[src/rtl/im_loader_pkg.sv]
// Shared definitions for the instruction-memory loader: IM geometry,
// FSM state encodings and address helpers.
package im_loader_pkg;

  localparam logic [31:0] IM_BASE_ADDR     = 32'h0000_3000;
  localparam int unsigned IM_DEPTH_WORDS   = 4096;
  localparam int unsigned IM_HANDLER_FIRST = 1120;
  localparam int unsigned IM_HANDLER_LAST  = 2047;

  localparam int unsigned IDX_W = 12;
  localparam int unsigned WC_W  = 13;

  typedef enum logic [1:0] {
    LDR_IDLE  = 2'd0,
    LDR_CLEAR = 2'd1,
    LDR_LOAD  = 2'd2,
    LDR_DONE  = 2'd3
  } ldr_state_e;

  // Byte address of word idx, 32-bit unsigned wrap-around arithmetic.
  function automatic logic [31:0] idx_to_addr(input logic [31:0] base,
                                              input logic [IDX_W-1:0] idx);
    return base + {18'd0, idx, 2'b00};
  endfunction

endpackage

[src/rtl/im_loader_if.sv]
// Byte-stream input and IM write-port bundle of the loader.
// master: the loader itself; slave: byte source / IM side.
interface im_loader_if;
  logic        byte_valid;
  logic [7:0]  byte_data;
  logic        byte_last;
  logic        byte_ready;
  logic        we;
  logic [31:0] waddr;
  logic [31:0] wdata;

  modport master (
    input  byte_valid, byte_data, byte_last,
    output byte_ready, we, waddr, wdata
  );

  modport slave (
    output byte_valid, byte_data, byte_last,
    input  byte_ready, we, waddr, wdata
  );
endinterface

[src/rtl/im_word_packer.sv]
// Big-endian byte-to-word packer. Byte lane 0 lands in [31:24].
// word/word_ready present the completed word in the same cycle as the
// completing byte (4th byte or a byte flagged last); unfilled lanes are 0.
module im_word_packer
  import im_loader_pkg::*;
(
  input  logic        clk,
  input  logic        reset,
  input  logic        clr,
  input  logic        byte_fire,
  input  logic [7:0]  byte_data,
  input  logic        byte_last,
  output logic [31:0] word,
  output logic        word_ready
);

  logic [1:0]  lane_q, lane_d;
  logic [31:0] acc_q,  acc_d;

  // Merge the incoming byte into its lane to form the candidate word.
  always_comb begin
    word = acc_q;
    case (lane_q)
      2'd0:    word[31:24] = byte_data;
      2'd1:    word[23:16] = byte_data;
      2'd2:    word[15:8]  = byte_data;
      2'd3:    word[7:0]   = byte_data;
      default: word        = acc_q;
    endcase
    word_ready = byte_fire && ((lane_q == 2'd3) || byte_last);
  end

  // Advance lane/accumulator; restart empty after a flush or clear.
  always_comb begin
    lane_d = lane_q;
    acc_d  = acc_q;
    if (clr || word_ready) begin
      lane_d = 2'd0;
      acc_d  = 32'h0000_0000;
    end else if (byte_fire) begin
      lane_d = lane_q + 2'd1;
      acc_d  = word;
    end else begin
      lane_d = lane_q;
      acc_d  = acc_q;
    end
  end

  // Packer state register with synchronous active-low reset.
  always_ff @(posedge clk) begin
    if (!reset) begin
      lane_q <= 2'd0;
      acc_q  <= 32'h0000_0000;
    end else begin
      lane_q <= lane_d;
      acc_q  <= acc_d;
    end
  end

endmodule

[src/rtl/im_loader.sv]
// Instruction-memory loader: accepts a byte stream, packs big-endian
// words and writes them into IM starting at the main or handler region.
// Optional feature: define IM_LOADER_CLEAR_EN to zero the selected
// region before loading.
module im_loader
  import im_loader_pkg::*;
#(
  parameter logic [31:0] BASE_ADDR     = IM_BASE_ADDR,
  parameter int unsigned DEPTH_WORDS   = IM_DEPTH_WORDS,
  parameter int unsigned HANDLER_FIRST = IM_HANDLER_FIRST,
  parameter int unsigned HANDLER_LAST  = IM_HANDLER_LAST
) (
  input  logic            clk,
  input  logic            reset,
  input  logic            start,
  input  logic            region,
  im_loader_if.master     bus,
  output logic            busy,
  output logic            done,
  output logic            err,
  output logic [WC_W-1:0] word_count
);

  localparam logic [IDX_W-1:0] MAIN_FIRST_IDX = 12'd0;
  localparam logic [IDX_W-1:0] MAIN_LAST_IDX  = IDX_W'(DEPTH_WORDS - 1);
  localparam logic [IDX_W-1:0] HDL_FIRST_IDX  = IDX_W'(HANDLER_FIRST);
  localparam logic [IDX_W-1:0] HDL_LAST_IDX   = IDX_W'(HANDLER_LAST);

  ldr_state_e       state_q, state_d;
  logic [IDX_W-1:0] idx_q, idx_d;
  // Set once the region's last word has been written; any further word
  // completion is an overflow (idx has gone past the limit).
  logic             past_end_q, past_end_d;
  logic             region_q, region_d;
  logic             we_q, we_d;
  logic [31:0]      waddr_q, waddr_d;
  logic [31:0]      wdata_q, wdata_d;
  logic             byte_ready_q, byte_ready_d;
  logic             busy_q, busy_d;
  logic             done_q, done_d;
  logic             err_q, err_d;
  logic [WC_W-1:0]  wc_q, wc_d;

  logic             byte_fire_s;
  logic             last_fire_s;
  logic             pack_clr_s;
  logic [31:0]      pack_word_s;
  logic             pack_ready_s;
  logic [IDX_W-1:0] first_idx_s;
  logic [IDX_W-1:0] limit_idx_s;

  assign byte_fire_s = bus.byte_valid && byte_ready_q;
  assign last_fire_s = byte_fire_s && bus.byte_last;

  im_word_packer u_packer (
    .clk        (clk),
    .reset      (reset),
    .clr        (pack_clr_s),
    .byte_fire  (byte_fire_s),
    .byte_data  (bus.byte_data),
    .byte_last  (bus.byte_last),
    .word       (pack_word_s),
    .word_ready (pack_ready_s)
  );

  // Region bounds of the session in progress.
  always_comb begin
    if (region_q) begin
      first_idx_s = HDL_FIRST_IDX;
      limit_idx_s = HDL_LAST_IDX;
    end else begin
      first_idx_s = MAIN_FIRST_IDX;
      limit_idx_s = MAIN_LAST_IDX;
    end
  end

  // Next-state and next-output logic of the loader FSM.
  always_comb begin
    state_d      = state_q;
    idx_d        = idx_q;
    past_end_d   = past_end_q;
    region_d     = region_q;
    we_d         = 1'b0;
    waddr_d      = waddr_q;
    wdata_d      = wdata_q;
    byte_ready_d = 1'b0;
    busy_d       = busy_q;
    done_d       = 1'b0;
    err_d        = err_q;
    wc_d         = wc_q;
    pack_clr_s   = 1'b0;

    case (state_q)
      LDR_IDLE: begin
        busy_d = 1'b0;
        if (start) begin
          region_d   = region;
          idx_d      = region ? HDL_FIRST_IDX : MAIN_FIRST_IDX;
          past_end_d = 1'b0;
          err_d      = 1'b0;
          wc_d       = 13'd0;
          busy_d     = 1'b1;
          pack_clr_s = 1'b1;
`ifdef IM_LOADER_CLEAR_EN
          state_d      = LDR_CLEAR;
          byte_ready_d = 1'b0;
`else
          state_d      = LDR_LOAD;
          byte_ready_d = 1'b1;
`endif
        end else begin
          state_d = LDR_IDLE;
        end
      end

      LDR_CLEAR: begin
`ifdef IM_LOADER_CLEAR_EN
        we_d    = 1'b1;
        waddr_d = idx_to_addr(BASE_ADDR, idx_q);
        wdata_d = 32'h0000_0000;
        if (idx_q == limit_idx_s) begin
          // Ready rises one cycle into LOAD so no byte overlaps a clear write.
          idx_d   = first_idx_s;
          state_d = LDR_LOAD;
        end else begin
          idx_d   = idx_q + 12'd1;
          state_d = LDR_CLEAR;
        end
`else
        state_d = LDR_IDLE;
        busy_d  = 1'b0;
`endif
      end

      LDR_LOAD: begin
        byte_ready_d = 1'b1;
        if (pack_ready_s) begin
          if (past_end_q) begin
            // Overflow: drop the word and stop consuming the source.
            err_d        = 1'b1;
            byte_ready_d = 1'b0;
            pack_clr_s   = 1'b1;
            state_d      = LDR_DONE;
            done_d       = 1'b1;
            busy_d       = 1'b0;
          end else begin
            we_d    = 1'b1;
            waddr_d = idx_to_addr(BASE_ADDR, idx_q);
            wdata_d = pack_word_s;
            wc_d    = wc_q + 13'd1;
            if (idx_q == limit_idx_s) begin
              past_end_d = 1'b1;
            end else begin
              idx_d = idx_q + 12'd1;
            end
            if (last_fire_s) begin
              byte_ready_d = 1'b0;
              state_d      = LDR_DONE;
              done_d       = 1'b1;
              busy_d       = 1'b0;
            end else begin
              state_d = LDR_LOAD;
            end
          end
        end else begin
          state_d = LDR_LOAD;
        end
      end

      LDR_DONE: begin
        state_d = LDR_IDLE;
        busy_d  = 1'b0;
      end

      default: begin
        state_d = LDR_IDLE;
        busy_d  = 1'b0;
      end
    endcase
  end

  // State and output registers; synchronous active-low reset aborts a session.
  always_ff @(posedge clk) begin
    if (!reset) begin
      state_q      <= LDR_IDLE;
      idx_q        <= 12'd0;
      past_end_q   <= 1'b0;
      region_q     <= 1'b0;
      we_q         <= 1'b0;
      waddr_q      <= 32'h0000_0000;
      wdata_q      <= 32'h0000_0000;
      byte_ready_q <= 1'b0;
      busy_q       <= 1'b0;
      done_q       <= 1'b0;
      err_q        <= 1'b0;
      wc_q         <= 13'd0;
    end else begin
      state_q      <= state_d;
      idx_q        <= idx_d;
      past_end_q   <= past_end_d;
      region_q     <= region_d;
      we_q         <= we_d;
      waddr_q      <= waddr_d;
      wdata_q      <= wdata_d;
      byte_ready_q <= byte_ready_d;
      busy_q       <= busy_d;
      done_q       <= done_d;
      err_q        <= err_d;
      wc_q         <= wc_d;
    end
  end

  assign bus.byte_ready = byte_ready_q;
  assign bus.we         = we_q;
  assign bus.waddr      = waddr_q;
  assign bus.wdata      = wdata_q;
  assign busy           = busy_q;
  assign done           = done_q;
  assign err            = err_q;
  assign word_count     = wc_q;

endmodule

[src/flat_wrapper.sv]
// flat-port wrapper written by rule: the top's interface ports become plain ports
module im_loader_flat import im_loader_pkg::*;
#(
  parameter logic [31:0] BASE_ADDR     = IM_BASE_ADDR,
  parameter int unsigned DEPTH_WORDS   = IM_DEPTH_WORDS,
  parameter int unsigned HANDLER_FIRST = IM_HANDLER_FIRST,
  parameter int unsigned HANDLER_LAST  = IM_HANDLER_LAST
)
  (clk, reset, start, region, busy, done, err, word_count, bus_byte_valid, bus_byte_data, bus_byte_last, bus_byte_ready, bus_we, bus_waddr, bus_wdata);
  im_loader_if bus_i ();
  input  logic clk;
  input  logic reset;
  input  logic start;
  input  logic region;
  output logic busy;
  output logic done;
  output logic err;
  output logic [WC_W-1:0] word_count;
  input wire logic [$bits(bus_i.byte_valid)-1:0] bus_byte_valid;
  input wire logic [$bits(bus_i.byte_data)-1:0] bus_byte_data;
  input wire logic [$bits(bus_i.byte_last)-1:0] bus_byte_last;
  output wire logic [$bits(bus_i.byte_ready)-1:0] bus_byte_ready;
  output wire logic [$bits(bus_i.we)-1:0] bus_we;
  output wire logic [$bits(bus_i.waddr)-1:0] bus_waddr;
  output wire logic [$bits(bus_i.wdata)-1:0] bus_wdata;
  assign bus_i.byte_valid = bus_byte_valid;
  assign bus_i.byte_data = bus_byte_data;
  assign bus_i.byte_last = bus_byte_last;
  assign bus_byte_ready = bus_i.byte_ready;
  assign bus_we = bus_i.we;
  assign bus_waddr = bus_i.waddr;
  assign bus_wdata = bus_i.wdata;
  im_loader #(.BASE_ADDR(BASE_ADDR), .DEPTH_WORDS(DEPTH_WORDS), .HANDLER_FIRST(HANDLER_FIRST), .HANDLER_LAST(HANDLER_LAST)) u_core (.clk(clk), .reset(reset), .start(start), .region(region), .bus(bus_i), .busy(busy), .done(done), .err(err), .word_count(word_count));
endmodule
[config.mk]
export PLATFORM = sky130hd
export DESIGN_NAME = im_loader_flat
export DESIGN_NICKNAME = d
export VERILOG_FILES = /design/src/rtl/im_loader_pkg.sv /design/src/rtl/im_loader_if.sv /design/src/rtl/im_word_packer.sv /design/src/rtl/im_loader.sv /design/src/flat_wrapper.sv
export SDC_FILE = /design/constraint.sdc
export NUM_CORES = 1
export LEC_CHECK = 0
export CORE_ASPECT_RATIO = 2
export CORE_MARGIN = 5
export CORE_UTILIZATION = 30
export CTS_CLUSTER_DIAMETER = 30
export DETAILED_ROUTE_END_ITERATION = 6
export GPL_TIMING_DRIVEN = 1
export PLACE_DENSITY = 0.6
export SLEW_MARGIN = 20
export SYNTH_ARGS = -nofsm -noshare
export SYNTH_HDL_FRONTEND = slang
export SYNTH_SLANG_ARGS = --single-unit
[constraint.sdc]
create_clock -name clk -period 3 [get_ports clk]
set_input_delay 0.45 -clock clk [delete_from_list [all_inputs] [get_ports clk]]
set_output_delay 0.45 -clock clk [all_outputs]
set_load 0.03 [all_outputs]
Yosys cells after proc, flatten, opt, wreduce, memory -nomap -nowiden:

Index checks and enable logic that the tools add are counted.

* $add $sub $neg: 4
* equal/unequal tests: 13
* mux-type cells: 43
* bitwise operators: 2
* reduce and logical (&&, ||, !) cells: 18

Operators by type and width (count)
* two-way mux 12 bit: 5
* two-way mux 13 bit: 3
* two-way mux 8 bit: 4
* case mux 13 bit (2 select lines): 1
* case mux 12 bit (2 select lines): 1
* two-way mux 1 bit: 19
* adder 14 x 14 -> 15 bit, first input constant: 1
* adder 13 x 1 -> 13 bit, second input constant: 1
* adder 12 x 1 -> 12 bit, second input constant: 1
* == test 12 bit: 1
* two-way mux 11 bit: 1
* AND reduction 3 bit: 3
* == test 2 bit, second input constant: 4
* inequality test 2 bit, second input constant: 4
* case mux 1 bit (2 select lines): 4
* AND reduction 4 bit: 2
* two-way mux 2 bit: 3
* case mux 2 bit (3 select lines): 1
* AND reduction 5 bit: 1
* == test 2 x 1 -> 1 bit, second input constant: 2
* logical NOT 2 bit: 2
* AND reduction 2 bit: 2
* OR reduction 2 bit: 2
* logical AND 1 bit: 3
* other kinds (7): 9

* flip-flop bits (word level): 132
* logic and storage cells: 94

Longest topological paths before layout:

Gate-level depths: netlist of the first run.

* word-level depth: 7
* mapped depth: 7

Hierarchy:

Synthesis of the first run repeated with hierarchy kept, for this count alone.

* cell total of the unflattened synthesis: 593
* area, all modules: 5522.8 um^2

By module, submodules not included
* im_loader: times used 1, cells each 414, area each 3503.4 um^2, seq. area each 1581.5 um^2
* im_word_packer: times used 1, cells each 179, area each 2019.4 um^2, seq. area each 680.7 um^2

Worst setup path after synthesis of the first run:

No wires, ideal clock.

* kind: reg2reg
* start: reg u_core.u_packer.lane_q[0]
* end: reg u_core.wc_q[10] (netlist: u_core.word_count[10])
* data arrival time: 1.695 ns
* data required time: 2.873 ns
* path slack: 1.178 ns
* stages on the path, launching flop included: 8
* path buffers: 1
* period minus slack after synthesis: 1.822 ns
* cells stage by stage: dfxtp_1 > ha_1 > buf_2 > nor2_1 > o41a_4 > nor4_1 > xnor2_1 > nor2_2

* longest elaborated chain between the ends: 5

Ends and longest elaborated chain
* start: declaration: line im_word_packer.sv:17 `logic [1:0] lane_q, lane_d;`
* start signal: assignment: line im_word_packer.sv:55 `lane_q <= lane_d;`
* == test 2 bit: line im_word_packer.sv:30 `word_ready = byte_fire && ((lane_q == 2'd3) || byte_last);`
* logical OR 1 bit: line im_word_packer.sv:30
* logical AND 1 bit: line im_word_packer.sv:30
* inequality test 2 bit (no source line)
* AND reduction 4 bit (no source line)
* end signal: assignment: line im_loader.sv:209 `wc_q <= wc_d;`
* end: declaration: line im_loader.sv:42 `logic [WC_W-1:0] wc_q, wc_d;`

No other way between the ends.
A chain may end at the register's enable or synchronous reset.

Worst setup path in the final report of the first run:

* start: reg u_core.idx_q[1]
* end: reg u_core.idx_q[10]

* longest elaborated chain between the ends: 5

Ends and longest elaborated chain
* start: declaration: line im_loader.sv:30 `logic [IDX_W-1:0] idx_q, idx_d;`
* start signal: assignment: line im_loader.sv:199 `idx_q <= idx_d;`
* adder 12 x 1 -> 12 bit: line im_loader.sv:154 `idx_d = idx_q + 12'd1;`
* two-way mux 12 bit: line im_loader.sv:151 `if (idx_q == limit_idx_s) begin`
* two-way mux 12 bit: line im_loader.sv:138 `if (past_end_q) begin`
* two-way mux 12 bit: line im_loader.sv:137 `if (pack_ready_s) begin`
* case mux 12 bit (2 select lines): line im_loader.sv:93 `case (state_q)`

Several ways; a longest one is shown, not always the timed one. The select of a mux whose other input is x is not followed.

==> run summary, run 1 <==
Max-cap violations in this run came to 0. The run finished with clean final reports. The signal on the critical path passes through ha_1 > nand3_2 > o41a_1 > o21ai_2 > a211o_1 > a21oi_1.

For the net count of the finished layout, the log shows 663. Between clock sinks in the finished design, the worst skew comes to 0.0140 ns. The average footprint of a synthesized cell was 8.46 um2.

The share of the synthesized area in compound gates (AO/OA/AOI/OAI) is 15.3%. The tools report the number of cells upsized or downsized after cts as 0. Row generation in the floorplan step produced 66 rows.

The leading cell type in the layout, fill and taps excluded is dfxtp_1. The tree is rooted in a clkbuf_16. The core footprint is 0.0162 mm2, and the register bit total from synthesis is 113. The power density of the placed cells was 617 mW/mm2; the detailed-placement wirelength estimate was 10.5 mm.

Pin placement for this block handled 96 I/O pins. In this run the post-CTS setup repair buffer count came out at 0. Summing the areas of all xor and xnor instances in the mapped netlist gives 2.50% of the synthesized area. The number of buffers and inverters on the critical path is 0. The largest single stage delay on the critical path is 0.54 ns. The run gives 4237 as the via count of the first global-routing pass. Main combinational cell family by area after synthesis: simple AND/OR/NAND/NOR gates.

The top cell type by area accounts for 46.1% of the synthesized area. The total number of vias came out at 4297. The category of cells accounting for the largest share of critical-path delay is compound AO/OA/AOI/OAI gates.

The number of pins exceeding their max-slew limit in the final report was 0; the deepest level of the CTS H-tree was 4. For this run, the detailed router's first-pass iteration total came to 5. In the layout the commonest cells are dfxtp_1 (113), nand2_1 (77), clkdlybuf4s50_1 (76). Data on the critical path is required at its endpoint by 3.27 ns.

Fill cells in the final layout number 1661. TritonCTS built the clock tree. The clock insertion delay at the later pin of the skew report is 0.41 ns, and the global-route wire length before repair is 22.3 mm. The maximum clock rate was 468 MHz; the routed wire length was 14.2 mm. Setup repair after global routing left no endpoint under its margin. The number of clock buffers added by TritonCTS is 17. The cell area that synthesis handed to floorplanning was 0.00491 mm2. In this run the remaining antenna-violating nets after routing total 0. Maximum root-to-sink buffer count: 2. Ranked by total cell area, the synthesized netlist is headed by dfxtp_1 (46%), mux2i_1 (6.5%), a21oi_1 (5.9%), nand2_1 (5.9%), a211oi_1 (5.4%). The arrival time at the worst endpoint came out at 2.41 ns. Measured against the total synthesized area, the mux share comes to 6.53%.

The worst-case IR drop observed on VDD is 0.284 mV. The final total negative setup slack is 0 ns. From bottom edge to top edge, the die measures 191 um. In this run, synthesis inferred 0 flip-flops with an integrated enable. Counting I/O delays and the setup requirement, the final critical path takes 2.14 ns. The count of unique library cells instantiated by Yosys is 50. The finished cells cover 0.00639 mm2.

The number of antenna diodes is 0. The average wire per cell in the routed design was 16.5 um; the initial cell density of the core was 30.3%. Global routing consumed, over all layers together, 15.1% of the routing resources. The tools report the initial antenna violation count as 0. The startpoint type of the worst setup path was a flip-flop. Number of port buffers: 76. The most used flip-flop cell after synthesis is dfxtp_1. The detailed router finished its first iteration with 203 violations. The sort of element at the end of the critical path is a flip-flop.

The post-route netlist has 7.94% of its cells at a drive strength greater than 1. The adder-cell area share of the yosys netlist is 1.79%, and the simple-gate share of the synthesized area is 20.7%. The tightest min-delay check is of the flip-flop to flip-flop type.

Summing all placed instances gives a cell area of 0.00577 mm2. The share of the core filled with cells was 39.5%. The number of hold buffers added after CTS was 0. The measured slew at the worst slew-check pin is 0.771 ns. Yosys printed 0 warnings. After detailed routing, the number of vias per cell comes to 5.00. Setup violations remaining at the end of the flow were counted as 0. The area growth from synthesis to layout is 30.2%. Summed over all cells, the static leakage comes to 2.08 nW. The hold violation count in the final report is 0.

The die covers 0.0192 mm2. The maximum fanout count along the critical path works out to 7. The global placement routability congestion is 0.914.

The worst slew slack as a fraction of its limit was 48.6%. In this run the horizontal extent of the chip is 100 um. The number of sinks handled by clock tree synthesis is 113, and the remaining design rule violation count is 0. The share of flip-flops with an asynchronous set or reset was 0%.

The post-route fraction of the period consumed by the critical path was 71.2%. Summed over all layers, the global routing overflow is 0. The clock edge transition at the registers on the reported setup and hold paths is 0.05 ns. Entering global routing, the biggest net connects 43 pins. The biggest area contributor in the post-synthesis netlist is dfxtp_1. The slowest stage of the critical path belongs to the cell o41a_1. Start-to-end type of the worst setup path: flip-flop to flip-flop. The tools report the sequential fraction of the synthesis area as 46.1%. For the count of mapped cells out of synthesis, the log shows 580.
## flip-flops by register name, indices dropped and copies added, names as in the netlist
signal                  cells
u_core.busy                 1
u_core.err                  1
u_core.region_q             1
u_core.past_end_q           1
u_core.u_packer.acc_q      32
u_core.done                 1
u_core.state_q              2
u_core.bus.byte_ready       1
u_core.idx_q               12
u_core.u_packer.lane_q      2
u_core.bus.we               1
u_core.bus.waddr           13
u_core.word_count          13
u_core.bus.wdata           32
## worst register-to-register path: stages (launching register included)
cell and delay [ns]:
dfxtp_1 0.46, ha_1 0.28, nand3_2 0.17, o41a_1 0.55, o21ai_2 0.34, a211o_1 0.15, a21oi_1 0.05
## worst paths after layout
check,slack (ns),cells after the start,end,startpoint
worst max-delay path,0.86,6,u_core.idx_q[10],u_core.idx_q[1]
worst min-delay path,0.45,2,u_core.bus.waddr[11],u_core.bus.waddr[11]
worst max register to register,0.86,6,u_core.idx_q[10],u_core.idx_q[1]
worst min register to register,0.45,2,u_core.bus.waddr[11],u_core.bus.waddr[11]
## logic make-up (layout without fill, tap and decap cells)
logic type,count (synthesis),in the layout
simple gates,223,223
compound gates,119,119
flops,113,113
buf+inv,71,128
mux,32,32
xor+xnor,14,14
fa+ha+maj,7,7
other cells,1,19
## synth_stat cells (4+ instances only)
master	number
nand3_1	43
o21ai_0	8
nor2_1	63
buf_2	4
clkbuf_1	39
ha_1	7
a21oi_1	58
nor3_1	9
a211oi_1	35
mux2i_1	32
inv_1	8
xnor2_1	11
buf_4	19
nand4_1	5
nand2_1	77
dfxtp_1	113
## stage by stage
stage / hold slack (ns) / instances / setup slack (ns) / total power, W
final: 0.452 / 859 / 0.865 / 0.00394
after global routing: 0.471 / 859 / 0.800 / 0.00406
after CTS: 0.454 / 859 / 0.909 / 0.00398
after detailed placement: 0.446 / 827 / 0.600 / 0.00186
after global placement: 0.442 / 827 / 0.669 / 0.00186
after floorplan: 0.436 / 598 / 1.18 / 0.00179
## where the power goes
part           internal (W)  switching, W
clock               0.00141      0.000696
combinational     0.0000874      0.000197
sequential          0.00153     0.0000250
## final cells by class
cell class	count	area, um2	share of cell area (%)
clock buffer	22	454	7.11
tap	204	255	4.00
sequential	113	2260	35.4
timing repair buffer	88	851	13.3
clock inverter	10	159	2.49
multi-input combinational	414	2370	37.2
inverter	8	30.0	0.470
## per-layer routing
metal  wire length (um)  GRT usage, %  part of all wire (%)
met1               4830          14.0                    34
met2               8130          28.7                    57
met5                  0             0                     0
met4                556          9.24                   3.9
met3                653          3.73                   4.6
Note: power is estimated with default switching activity, not from simulation.
==> run 2, diff against run 1 <==
==> constraint.sdc (replaced) <==
create_clock -name clk -period 2.18 [get_ports clk]
set_input_delay 0.327 -clock clk [delete_from_list [all_inputs] [get_ports clk]]
set_output_delay 0.327 -clock clk [all_outputs]
set_load 0.03 [all_outputs]
==> run 2 against run 1 <==
Core utilization grew 1.4 points. Count of clock-buffer cells in the layout increased by 1. Via count increased by 0.12%. Critical path depth fell by 5. Global-route usage about the same. Combinational power rose by 50%. Routed wire length increased by 0.24%. Sequential cell count stayed put. Die area unchanged. Non-clock buffer count increased by 18. Cell area increased by 3.6%. Hold slack improved by 0.0016 ns. Critical path type is now flip-flop to primary output. Highest routed layer unchanged.
==> run summary, run 2 (synthesized netlist as in run 1, its figures left out) <==
The run finished with clean final reports. The count of buffers added on input and output ports is 76. Cells with a size suffix above 1 make up 10.7% of the layout.

The clock network fraction of total power was 55.0%. Setup repair after global routing left no endpoint under its margin. The iteration-0 DRC count of the detailed router was 136; the measured slew at the worst slew-check pin was 0.697 ns.

The worst path uses 89.5% of the clock period. Entering global routing, the biggest net connects 41 pins. The library cell contributing the largest single delay on the critical path was clkdlybuf4s50_1. For this design the static power due to leakage is 2.20 nW.

Clock-pin slew was measured on the worst setup and hold paths at 0.05 ns. The number of sinks handled by clock tree synthesis is 113. Data on the critical path is required at its endpoint by 1.85 ns. The worst setup path is captured at a primary output.

The logs give 0 for the overall overflow remaining after global route and 0 for the number of antenna diodes. For the routed wire length, the log shows 14.2 mm. The signal on the critical path passes through clkdlybuf4s50_1. Largest stage delay on the critical path: 0.74 ns. The path class of the tightest hold or removal check is flip-flop to flip-flop.

In this run the post-CTS setup repair buffer count came out at 0. The area added between synthesis and finish works out to 34.9%. Origin of the worst min-delay path: u_core.u_packer.acc_q[15]. In the layout the commonest cells are dfxtp_1 (113), nand2_1 (77), clkdlybuf4s50_1 (76). IR analysis of the VDD net gives a maximum drop of 0.445 mV. The tools report the maximum clock rate as 512 MHz. The core region is 0.0162 mm2. Measured in cells, the most critical reg-to-reg path has a length of 5. Sequential cells burn 37.5% of the power. The run gives 0 as the post-cts hold buffer count.

The tools report the I/O pin total as 96. In this run, CTS created clock tree buffers numbering 17. Hold-critical path endpoint: u_core.u_packer.acc_q[15]. Number of pins exceeding their max-slew limit in the final report: 0. In this run the register-to-register setup slack is 0.23 ns. The internal portion of the total power is 0.00442 W. The floorplan die width is 100 um, and the reported max-cap violation count is 0.

In this run the vertical extent of the chip is 191 um. The clock tree synthesis step divided the H-tree into 4 levels. Dividing the detail-routed via count by the number of cells gives 4.91.

The number of placed instances, taps included, is 845. Setup violations remaining at the end of the flow were counted as 0. The total net switching power is 0.00126 W.

Combined global-route utilization of all metal layers: 15.1%. The smallest clock period supported by the final layout is computed as 1.95 ns. The maximum root-to-sink buffer count is 2, and the number of cells upsized or downsized after cts is 0. The worst reg2reg path startpoint is u_core.idx_q[0]. After the flow finishes, the layout carries non-filler instances totaling 876.

The final total negative setup slack is 0 ns. Startpoint type of the worst setup path: a flip-flop. For this run, the share of the core covered by cells in the final layout is 40.9%. For the overall power consumption, the log shows 0.00568 W. Combinational logic burns 7.5% of the power.

The detailed-placement wirelength estimate came out at 10.7 mm. Once the floorplan was initialized, standard cells occupied 30.3% of the core. The number of buffers and inverters on the critical path came out at 1. The logs give 0.0192 mm2 for the die footprint and 0.00799 ns for the clock skew.

The run gives 0.837 as the global placement routability congestion. The root buffer cell chosen for the clock tree is clkbuf_16. The switching power share of the total came out at 22.2%. Net count of the finished layout: 681. The cell family contributing the most delay on the critical path is buffers and inverters.

The number of routed nets with antenna violations came out at 0. The start-to-end type of the worst setup path was flip-flop to primary output. The via count of the first global-routing pass was 4343. The hold violation count in the final report was 0; the global-route wire length before repair was 22.5 mm.

For this run, the detailed router's first-pass iteration total came to 4. The final hold slack is 0.454 ns, and the total number of vias is 4302. The initial antenna violation count was 0.

The endpoint identified for the worst register-to-register timing path is u_core.idx_q[6]. After detailed routing, the number of remaining DRC violations is 0. The maximum fanout count along the critical path works out to 7. Measured against its own limit, the worst slew margin works out to 53.6%. The power density of the placed cells is 859 mW/mm2. At the later pin of the worst-skew pair, clock insertion delay measures 0.41 ns. The hold path depth was 2; the average wire per cell in the routed design was 16.2 um.

After floorplanning, the core was divided into 66 placement rows. The logs give 1.62 ns for the arrival time at the worst endpoint and 1657 for the fill cell instance count of the final layout. TritonCTS built the clock tree. The leading cell type in the layout, fill and taps excluded was dfxtp_1.
[run 2: power groups by stage]
| stage | sequential, W | clock (W) | combinational, W |
|---|---|---|---|
| 2_1_floorplan | 0.00219 | 0 | 0.000267 |
| 3_3_place_gp | 0.00217 | 0 | 0.000422 |
| 3_5_place_dp | 0.00217 | 0 | 0.000428 |
| 4_1_cts | 0.00213 | 0.00318 | 0.000430 |
| 5_1_grt | 0.00213 | 0.00326 | 0.000460 |
| 6_report | 0.00213 | 0.00313 | 0.000428 |
[run 2: how the worst max path moves through the flow]
stage / startpoint / to / slack (ns) / depth (start not counted)
floorplan: u_core.u_packer.lane_q[0] / u_core.word_count[10] / 0.36 / 7
global placement: bus_byte_last / u_core.word_count[3] / 0.07 / 8
finish: u_core.word_count[0] / word_count[0] / 0.23 / 1
detailed placement: start / u_core.word_count[10] / -0.01 / 6
global route: u_core.u_packer.lane_q[0] / u_core.word_count[3] / 0.09 / 8
CTS: u_core.word_count[0] / word_count[0] / 0.22 / 1
[run 2: metrics by stage]
stage,worst slack [ns],instance area [um2]
2_1_floorplan,0.358,4970
3_3_place_gp,0.0723,5950
3_5_place_dp,-0.0145,5950
4_1_cts,0.222,6620
5_1_grt,0.0948,6620
6_report,0.229,6620
[run 2: layout make-up]
cell class              count  area [um2]  area share, %
repair buffers            106        1020           15.5
well taps                 204         255           3.86
clock inverters             8         174           2.63
inverters                   8        30.0          0.454
clock buffers              23         498           7.53
flip-flops and latches    113        2260           34.2
multi-input cells         414        2370           35.9
[run 2: per-layer routing]
metal  part of all wire (%)  global-route usage (%)  vias up  routed length (um)
met5                      0                       0        -                   0
met4                    3.5                    8.10        0                 502
met3                    3.9                    2.20       29                 561
met2                     57                    29.3      116                8130
met1                     35                    14.7     2023                5020
li1                       -                       -     2134                   -
==> run 3, diff against run 2 <==
--- a/config.mk
+++ b/config.mk
@@ -6,10 +6,11 @@
 export NUM_CORES = 1
 export LEC_CHECK = 0
 export CORE_ASPECT_RATIO = 2
-export CORE_MARGIN = 5
+export CORE_MARGIN = 1.5
 export CORE_UTILIZATION = 30
 export CTS_CLUSTER_DIAMETER = 30
 export DETAILED_ROUTE_END_ITERATION = 6
+export GPL_ROUTABILITY_DRIVEN = 0
 export GPL_TIMING_DRIVEN = 1
 export PLACE_DENSITY = 0.6
 export SLEW_MARGIN = 20
==> run 3 against run 2 <==
Cell area fell by 1.9%. Critical path depth rose by 4. Global-route usage fell by 0.41 points. Non-clock buffer count fell by 3. Count of clock-buffer cells in the layout fell by 2. Via count fell by 3.3%. First-iteration DRC count rose by 46%. Core utilization fell by 0.58 points. Hold slack got worse by 0.0021 ns.
==> run summary, run 3 (synthesized netlist as in run 1, its figures left out) <==
Dividing the detail-routed wire length by the instance count gives 14.0 um. Deepest level of the CTS H-tree: 4. The first routing iteration left 198 violations. Power density of the placed cells: 792 mW/mm2.

The core footprint is 0.0161 mm2. The tree is rooted in a clkbuf_16. The run finished with clean final reports. The tools report the sort of element at the end of the critical path as a flip-flop.

TritonCTS built the clock tree. The measured slew at the worst slew-check pin was 0.636 ns. In this run, CTS created clock tree buffers numbering 17.

Counting along the longest clock path gives a buffer depth of 2. The length of the first detailed-routing pass in iterations was 6. The tools report the standard cell area after detailed placement as 0.00594 mm2. The clock edge transition at the registers on the reported setup and hold paths was 0.05 ns; the count of buffers added by post-CTS timing repair for setup was 0. The global-route wire length before repair came out at 19.7 mm. Measured along the x axis, the die boundary spans 93.4 um. The start-to-end type of the worst setup path is flip-flop to flip-flop. 0 antenna diodes ended up in the layout. The post-cts hold buffer count is 0, and the worst supply voltage drop on vdd is 0.556 mV.

The via count of the first global-routing pass came out at 3850. Category of cells accounting for the largest share of critical-path delay: compound AO/OA/AOI/OAI gates. The tools report the area of all placed cells without fillers as 0.00649 mm2. The tree built by TritonCTS fans out to 113 sinks. Number of pins exceeding their max-slew limit in the final report: 0. The final period demand of the worst path was 1.99 ns; the post-detailed-route via-to-cell ratio was 4.77.

In the layout the commonest cells are dfxtp_1 (113), nand2_1 (77), clkdlybuf4s50_1 (76). Relative to the synthesized area, the layout overhead comes to 32.3%. Gates resized during post-CTS repair numbered 0.

At the end of the flow, the number of nets in the layout was 678. Port buffering added 76 buffers. The clock insertion delay at the later pin of the skew report came out at 0.41 ns. The run gives 12.2 mm as the routed wire length. Entering global routing, the biggest net connects 51 pins. The class of the most critical hold timing path is flip-flop to flip-flop. The critical path goes through ha_1 > nand3_2 > o41a_1 > o21a_1 > a211oi_1. The wire-length estimate of the detail-placed layout is 8.38 mm. For this run, the total global-route usage over all layers was measured as 14.7%. The worst path uses 91.5% of the clock period.

In this design, the stage delay of the slowest critical-path cell is 0.53 ns. The library cell used most frequently in the layout, excluding fill and tap cells, is dfxtp_1. Setup repair after global routing left no endpoint under its margin. Across all hold checks on the routed design, the worst slack comes to 0.452 ns. Global routing finished with a remaining overflow of 0. The tools report the startpoint type of the worst setup path as a flip-flop.

On the final layout, the worst clock skew is 0.0102 ns. The maximum clock rate is 502 MHz, and the hold violation count in the final report is 0. The number of buffers and inverters on the critical path is 0. For the die footprint, the log shows 0.0172 mm2.

After detailed routing, the number of remaining DRC violations is 0. The logs give 4159 for the total number of vias and 0.19 ns for the reg-to-reg setup timing slack. I/O pin total: 96. After routing, the total negative slack on setup checks comes to 0 ns. For this configuration, the core starts out at a cell density of 30.5%. Setup slack on the critical path of the routed design comes to 0.186 ns.

Once detail routing completed, the nets flagged for antenna violations numbered 0. Cells fill 40.3% of the core in the end. From bottom edge to top edge, the die measures 184 um. The maximum fanout count along the critical path is 7, and the leakage power summed over all cells is 2.14 nW.

The arrival time at the worst endpoint was 2.31 ns; the share of cells above drive strength 1 was 10.2%. The initial antenna violation count is 0, and the pre-CTS setup slack is 0.104 ns. Among all stages on the critical path, the largest delay is contributed by o41a_1. The worst slew slack as a fraction of its limit was 57.6%. Setup violations remaining at the end of the flow were counted as 0. The logs give 2.50 ns for the required time of the worst setup path and 66 for the placement row count. The tool flagged a number of max-cap violations equal to 0.
==> run 3: cell count changes in the layout (fill, tap and decap cells not counted), sizes merged <==
cell	previous run	this run
buf	30	27
bufinv	5	1
clkbuf	23	21
clkinv	1	5
clkinvlp	2	3
==> run 3: worst paths after layout <==
check | from | endpoint | depth (start not counted)
max | u_core.idx_q[0] | u_core.past_end_q | 5
min | u_core.u_packer.acc_q[7] | u_core.u_packer.acc_q[7] | 2
max reg2reg | u_core.idx_q[0] | u_core.past_end_q | 5
min reg2reg | u_core.u_packer.acc_q[7] | u_core.u_packer.acc_q[7] | 2
==> run 3: layout make-up <==
type / instances / area, um2
Tap cell: 204 / 255
Clock inverter: 9 / 85.1
Timing Repair Buffer: 103 / 1010
Multi-Input combinational cell: 414 / 2370
Inverter: 8 / 30.0
Clock buffer: 21 / 470
Sequential cell: 113 / 2260
Fill cell: 1636 / 9610
==> run 3: stage by stage <==
stage / cells / total power (W)
finish: 872 / 0.00514
global route: 872 / 0.00533
CTS: 872 / 0.00519
detailed placement: 842 / 0.00259
global placement: 842 / 0.00259
floorplan: 598 / 0.00246
==> run 3: layer usage <==
layer	routed length, um	vias to the layer above	share of wire [%]	global-route usage [%]
met5	0	-	0	0
met4	129	0	1.1	5.88
met3	531	10	4.4	3.60
met2	5780	101	47	22.3
met1	5740	1914	47	19.7
li1	-	2134	-	-
==> run 3: power by group <==
group,internal (W),switching (W)
clock,0.00164,0.000957
sequential,0.00210,0.0000295
combinational,0.000145,0.000273
total,0.00388,0.00126
==> run 3: worst register-to-register path: cells and delay by family (launching register included) <==
kind | cells | cell delay [ns]
compound gates | 3 | 1.07
simple gates | 1 | 0.17
fa+ha+maj | 1 | 0.25
flops | 1 | 0.42
